==> src/rtl/mem_lsu_pkg.sv <==
// Shared op encodings, FSM state type and lane helpers for the MEM-stage load/store unit.
// Optional misaligned-access trap is enabled by defining LSU_MISALIGN_TRAP_EN.
package mem_lsu_pkg;

    localparam logic [2:0] OP_LW  = 3'd0;
    localparam logic [2:0] OP_LH  = 3'd1;
    localparam logic [2:0] OP_LHU = 3'd2;
    localparam logic [2:0] OP_LB  = 3'd3;
    localparam logic [2:0] OP_LBU = 3'd4;
    localparam logic [2:0] OP_SW  = 3'd5;
    localparam logic [2:0] OP_SH  = 3'd6;
    localparam logic [2:0] OP_SB  = 3'd7;

    localparam int unsigned BYTE_W = 8;
    localparam int unsigned HALF_W = 16;

    typedef enum logic {
        IDLE  = 1'b0,
        MERGE = 1'b1
    } state_e;

    // Word ops ignore both low bits, half ops ignore bit 0.
    function automatic logic [1:0] align_lane(input logic [2:0] op, input logic [1:0] lane);
        logic [1:0] aligned;
        aligned = lane;
        if (op == OP_LW || op == OP_SW) begin
            aligned = 2'b00;
        end else if (op == OP_LH || op == OP_LHU || op == OP_SH) begin
            aligned = {lane[1], 1'b0};
        end
        return aligned;
    endfunction

    function automatic logic is_misaligned(input logic [2:0] op, input logic [1:0] lane);
        logic bad;
        bad = 1'b0;
        if (op == OP_LW || op == OP_SW) begin
            bad = (lane != 2'b00);
        end else if (op == OP_LH || op == OP_LHU || op == OP_SH) begin
            bad = lane[0];
        end
        return bad;
    endfunction

endpackage

==> src/rtl/mem_lsu_lane.sv <==
// Combinational lane logic: load extract/extend and sub-word store merge.
// Stays identical whether or not LSU_MISALIGN_TRAP_EN is defined.
module mem_lsu_lane
    import mem_lsu_pkg::*;
#(
    parameter int unsigned DATA_W = 32
) (
    input  logic [2:0]        i_op,
    input  logic [1:0]        i_lane,
    input  logic [DATA_W-1:0] i_rdata,
    input  logic [DATA_W-1:0] i_wdata,
    output logic [DATA_W-1:0] o_load_data,
    output logic [DATA_W-1:0] o_merge_data
);

    logic [HALF_W-1:0] w_half;
    logic [BYTE_W-1:0] w_byte;

    always_comb begin
        w_half = i_rdata[{i_lane[1], 4'd0} +: HALF_W];
        w_byte = i_rdata[{i_lane, 3'd0} +: BYTE_W];

        o_load_data = i_rdata;
        unique case (i_op)
            OP_LH:   o_load_data = {{(DATA_W-HALF_W){w_half[HALF_W-1]}}, w_half};
            OP_LHU:  o_load_data = {{(DATA_W-HALF_W){1'b0}}, w_half};
            OP_LB:   o_load_data = {{(DATA_W-BYTE_W){w_byte[BYTE_W-1]}}, w_byte};
            OP_LBU:  o_load_data = {{(DATA_W-BYTE_W){1'b0}}, w_byte};
            default: o_load_data = i_rdata;
        endcase
    end

    // Memory is word-write only, so sub-word stores rewrite the old word with one lane replaced.
    always_comb begin
        o_merge_data = i_wdata;
        if (i_op == OP_SH) begin
            o_merge_data = i_rdata;
            o_merge_data[{i_lane[1], 4'd0} +: HALF_W] = i_wdata[HALF_W-1:0];
        end else if (i_op == OP_SB) begin
            o_merge_data = i_rdata;
            o_merge_data[{i_lane, 3'd0} +: BYTE_W] = i_wdata[BYTE_W-1:0];
        end
    end

endmodule

==> src/rtl/mem_lsu.sv <==
// MEM-stage load/store unit in front of a word-write-only data memory.
// Define LSU_MISALIGN_TRAP_EN to trap misaligned accesses instead of force-aligning them.
module mem_lsu
    import mem_lsu_pkg::*;
#(
    parameter int unsigned ADDR_W = 5,
    parameter int unsigned DATA_W = 32
) (
    input  logic              clk,
    input  logic              rst_n,
    input  logic              req_valid,
    output logic              req_ready,
    input  logic [2:0]        req_op,
    input  logic [31:0]       req_addr,
    input  logic [DATA_W-1:0] req_wdata,
    input  logic [4:0]        req_rd,
    output logic              mem_write_enable,
    output logic [ADDR_W-1:0] mem_addr,
    output logic [DATA_W-1:0] mem_datain,
    input  logic [DATA_W-1:0] mem_dataout,
    output logic              wb_valid,
    input  logic              wb_ready,
    output logic [4:0]        wb_rd,
    output logic [DATA_W-1:0] wb_data,
    output logic              err,
    output logic [31:0]       err_addr
);

    state_e              r_state;
    state_e              w_state_next;
    logic [ADDR_W-1:0]   r_index;
    logic [1:0]          r_lane;
    logic [2:0]          r_op;
    logic [DATA_W-1:0]   r_wdata;
    logic                r_wb_valid;
    logic [4:0]          r_wb_rd;
    logic [DATA_W-1:0]   r_wb_data;

    logic [ADDR_W-1:0]   w_index;
    logic [1:0]          w_lane;
    logic                w_misalign;
    logic                w_is_load;
    logic                w_is_sw;
    logic                w_is_sub;
    logic                w_ready;
    logic                w_accept;
    logic                w_in_merge;
    logic [DATA_W-1:0]   w_load_data;
    logic [DATA_W-1:0]   w_merge_data;
    logic                w_unused;

    assign w_index   = req_addr[ADDR_W+1:2];
    assign w_lane    = align_lane(req_op, req_addr[1:0]);
    assign w_is_load = (req_op <= OP_LBU);
    assign w_is_sw   = (req_op == OP_SW);
    assign w_is_sub  = (req_op == OP_SH) || (req_op == OP_SB);
    assign w_in_merge = (r_state == MERGE);
    assign w_ready   = (r_state == IDLE) && !(r_wb_valid && !wb_ready);
    assign w_accept  = req_valid && w_ready;
    assign w_unused  = ^req_addr[31:ADDR_W+2];

    assign req_ready = w_ready;
    assign wb_valid  = r_wb_valid;
    assign wb_rd     = r_wb_rd;
    assign wb_data   = r_wb_data;

    mem_lsu_lane #(
        .DATA_W (DATA_W)
    ) u_lane (
        .i_op         (w_in_merge ? r_op : req_op),
        .i_lane       (w_in_merge ? r_lane : w_lane),
        .i_rdata      (mem_dataout),
        .i_wdata      (w_in_merge ? r_wdata : req_wdata),
        .o_load_data  (w_load_data),
        .o_merge_data (w_merge_data)
    );

    always_comb begin
        w_state_next     = r_state;
        mem_write_enable = 1'b0;
        mem_addr         = w_index;
        mem_datain       = req_wdata;
        unique case (r_state)
            IDLE: begin
                if (w_accept && !w_misalign) begin
                    mem_write_enable = w_is_sw;
                    if (w_is_sub) begin
                        w_state_next = MERGE;
                    end
                end
            end
            MERGE: begin
                mem_addr         = r_index;
                mem_datain       = w_merge_data;
                mem_write_enable = 1'b1;
                w_state_next     = IDLE;
            end
        endcase
        // Reset must block a write even mid-merge, before the flops clear.
        if (!rst_n) begin
            mem_write_enable = 1'b0;
        end
    end

    always_ff @(posedge clk or negedge rst_n) begin
        if (!rst_n) begin
            r_state    <= IDLE;
            r_index    <= '0;
            r_lane     <= '0;
            r_op       <= '0;
            r_wdata    <= '0;
            r_wb_valid <= 1'b0;
            r_wb_rd    <= '0;
            r_wb_data  <= '0;
        end else begin
            r_state <= w_state_next;
            if (w_accept && w_is_sub && !w_misalign) begin
                r_index <= w_index;
                r_lane  <= w_lane;
                r_op    <= req_op;
                r_wdata <= req_wdata;
            end
            if (w_accept && w_is_load && !w_misalign) begin
                r_wb_valid <= 1'b1;
                r_wb_rd    <= req_rd;
                r_wb_data  <= w_load_data;
            end else if (wb_ready) begin
                r_wb_valid <= 1'b0;
            end
        end
    end

`ifdef LSU_MISALIGN_TRAP_EN
    logic        r_err;
    logic [31:0] r_err_addr;

    assign w_misalign = is_misaligned(req_op, req_addr[1:0]);

    always_ff @(posedge clk or negedge rst_n) begin
        if (!rst_n) begin
            r_err      <= 1'b0;
            r_err_addr <= '0;
        end else begin
            r_err <= w_accept && w_misalign;
            if (w_accept && w_misalign) begin
                r_err_addr <= req_addr;
            end
        end
    end

    assign err      = r_err;
    assign err_addr = r_err_addr;
`else
    assign w_misalign = 1'b0;
    assign err        = 1'b0;
    assign err_addr   = '0;
`endif

endmodule

==> config.mk <==
export PLATFORM = sky130hd
export DESIGN_NAME = mem_lsu
export DESIGN_NICKNAME = d
export VERILOG_FILES = /design/src/rtl/mem_lsu_pkg.sv /design/src/rtl/mem_lsu_lane.sv /design/src/rtl/mem_lsu.sv
export SDC_FILE = /design/constraint.sdc
export NUM_CORES = 1
export LEC_CHECK = 0
export ABC_AREA = 1
export CORE_ASPECT_RATIO = 1.5
export CORE_MARGIN = 2
export CORE_UTILIZATION = 49
export CTS_BUF_LIST = sky130_fd_sc_hd__clkbuf_4
export CTS_CLUSTER_DIAMETER = 150
export DETAILED_ROUTE_END_ITERATION = 8
export GPL_ROUTABILITY_DRIVEN = 0
export PLACE_DENSITY = 0.84
export SYNTH_ARGS = -nofsm -noshare
export SYNTH_HDL_FRONTEND = slang
export SYNTH_HIERARCHICAL = 1
export SYNTH_SLANG_ARGS = --single-unit
export TNS_END_PERCENT = 10
==> constraint.sdc <==
create_clock -name clk -period 4.5 [get_ports clk]
set_input_delay 0.675 -clock clk [delete_from_list [all_inputs] [get_ports clk]]
set_output_delay 0.675 -clock clk [all_outputs]
set_load 0.005 [all_outputs]
==> flow_metrics.env <==
export IMPL_ys_seq_area_share_pct=30.0
export IMPL_rsz0062_at_grt="no"
export IMPL_cts_setup_buffers=0
export IMPL_fin_crit_ns=4.22
export IMPL_cts_sinks=81
export IMPL_io_buffers=159
export IMPL_ys_seq_elements=81
export IMPL_synth_area_um2=6750
export IMPL_cp_required_ns=3.83
export IMPL_netlist_top_cells_area="nand2_1, dfrtp_1, o21ai_0"
export IMPL_h_tree_depth=3
export IMPL_r2r_start="r_state"
export IMPL_root_buffer="clkbuf_4"
export IMPL_cts_tree="done"
export IMPL_grt_pass1_wl_mm=33.7
export IMPL_slowest_delay_ns=0.55
export IMPL_row_count=52
export IMPL_path_clk_slew_ns=0.15
export IMPL_top_layer_used="met4"
export IMPL_die_width_um=99.8
export IMPL_dieHeight_um=148
export IMPL_tightestPinTransition_ns=1.01
export IMPL_max_cap_violations=0
export IMPL_grt_ovfl_total=0
export IMPL_setup_slack_ns=0.283
export IMPL_fin_nets=1379
export IMPL_crit_fanout=20
export IMPL_arrival_ns=3.54
export IMPL_drive_gt1_share_pct=5.27
export IMPL_syn_area_per_cell_um2=5.93
export IMPL_hold_class="in2async"
export IMPL_clock_skew_ns=0.0274
export IMPL_cts_hold_buffers=0
export IMPL_start_util_pct=50.1
export IMPL_cp_top_family="buffers and inverters"
export IMPL_slew_violations=0
export IMPL_core_um2=13500
export IMPL_fmax_ghz=0.237
export IMPL_powerDensity_nw_per_um2=290
export IMPL_wl_per_cell_um=14.7
export IMPL_drc=0
export IMPL_grt_pass1_vias=6916
export IMPL_r2r_slack_ns=1.50
export IMPL_seqCellArea_um2=2030
export IMPL_synth_edff_count=0
export IMPL_synthFlopType="dfrtp_1"
export IMPL_synth_top_area_share_pct=35.3
export IMPL_antenna_found_initial=1
export IMPL_ir_drop_v=0.000140
export IMPL_crit_top_cell="nand2_1"
export IMPL_cts_buffers=9
export IMPL_fillers=1299
export IMPL_synth_cells=1138
export IMPL_fin_crit_sh_pct=93.7
export IMPL_hold_viol=0
export IMPL_syn_to_final_growth_pct=25.1
export IMPL_final_area_um2=8450
export IMPL_hpwl_mm=15.6
export IMPL_placed_area_um2=8270
export IMPL_viasPerCell=5.36
export IMPL_setup_viol=0
export IMPL_dr_pass1_iters=6
export IMPL_worstSkewPairLatency_ns=0.47
export IMPL_yosysWarningCount=6
export IMPL_synth_distinct_cells=33
export IMPL_critPathSlowestCell="clkdlybuf4s50_1"
export IMPL_pre_cts_ws_ns=0.204
export IMPL_mostFrequentLayoutCells="nand2_1, clkdlybuf4s50_1, o21ai_0"
export IMPL_finalWirelength_mm=21.1
export IMPL_dieArea_um2=14800
export IMPL_slew_headroom_pct=32.5
export IMPL_crit_path_end_kind="output port"
export IMPL_cts_resized=0
export IMPL_cp_num_buf_inv=6
export IMPL_route_met2_wl_mm=10.3
export IMPL_synthArstFlopShare_pct=100
export IMPL_drt_iter0_drc=811
export IMPL_route_met3_wl_mm=1.39
export IMPL_grt_max_degree=82
export IMPL_layout_commonest_cell="nand2_1"
export IMPL_yosys_area_top_type="nand2_1"
export IMPL_track_usage_pct=28.5
export IMPL_status="completed"
export IMPL_num_vias=7682
export IMPL_multiInputGateArea_um2=4060
export IMPL_setup_worst_path_class="in2out"
export IMPL_p_leak_nw=4.45
export IMPL_cp_cell_sequence="clkdlybuf4s50_1 > inv_1 > nand3_1 > nand2_1 > nor2_1 > nand2_1 > nand2_1 > buf_4 > ha_1 > clkinv_1 > nor2_1 > buf_4 > nand4_1 > nand2_1 > nand2_1 > nand2_1 > nand2_1 > nand2_1 > clkdlybuf4s50_1"
export IMPL_start_kind="input port"
export IMPL_setup_tns_ns=0
export IMPL_cp_startpoint="req_op[1]"
export IMPL_drtAntennaViolNets=0
export IMPL_pin_count=218
export IMPL_cts_buffer_depth=2
export IMPL_m1WireLength_mm=8.20
[power by group]
group | switching, mW | internal, mW | total, mW
clock network | 0.276 | 0.246 | 0.523
logic | 0.522 | 0.448 | 0.970
registers | 0.0785 | 0.882 | 0.960
total | 0.877 | 1.58 | 2.45
[path summary, 6_finish.rpt]
kind	endpoint	cells past startpoint
worst max-delay path	mem_datain[16]	19
worst min-delay path	r_lane[0]	2
worst max register to register	wb_data[7]	12
worst min register to register	r_op[2]	1
max in group asynchronous	r_state	2
min in group clk	r_op[2]	1
[flip-flops by register name, indices dropped and copies added, names as in the netlist]
register  cells
wb_data      32
r_state       1
wb_rd         5
r_op          3
wb_valid      1
r_index       5
r_wdata      32
r_lane        2
[cell families (layout without fill, tap and decap cells)]
logic type	Yosys count	after routing	synth area share, %
flops	81	81	30.0
simple gates	758	758	45.8
fa+ha+maj	5	5	0.927
buf+inv	150	251	11.7
compound gates	143	143	11.5
other cells	1	34	0.0555
[synthesized netlist by cell type (2+ instances only)]
cell and count:
a21oi_1 9, buf_1 2, inv_2 2, nor2_2 3, nand2_2 2, buf_6 7, buf_2 28, or2_2 2
o21ai_1 11, buf_4 37, a22oi_1 16, ha_1 5, clkbuf_1 26, nor2_1 10, inv_1 44, nand3_1 85
dfrtp_1 81, clkinv_1 3, o22ai_1 16, nor2_4 5, o21ai_0 90, nand2_1 635, nand4_1 8, nor3_1 2
[metal layers]
| metal | GRT usage (%) | vias to the layer above |
|---|---|---|
| met4 | 18.4 | 0 |
| met1 | 34.2 | 3415 |
| li1 | - | 3801 |
| met3 | 3.31 | 74 |
| met2 | 47.8 | 392 |
| met5 | 0 | - |
[per-stage QoR]
stage          total power, mW  hold slack (ns)  instances  utilization [%]
2_1_floorplan             1.50            0.379       1170                -
3_3_place_gp              1.91            0.453       1417             61.4
3_5_place_dp              1.94            0.455       1417             61.4
4_1_cts                   2.45            0.486       1433             62.6
5_1_grt                   2.62            0.504       1434             62.7
6_report                  2.45            0.469       1434             62.7
[final cells by class]
type / instances / share of cell area (%)
Tap cell: 162 / 2.40
Timing Repair Buffer: 185 / 21.3
Clock buffer: 12 / 1.07
Sequential cell: 81 / 24.0
Clock inverter: 4 / 0.904
Antenna cell: 1 / 0.0296
Inverter: 50 / 2.24
Multi-Input combinational cell: 939 / 48.1
Power figures use the tool's default switching activity.
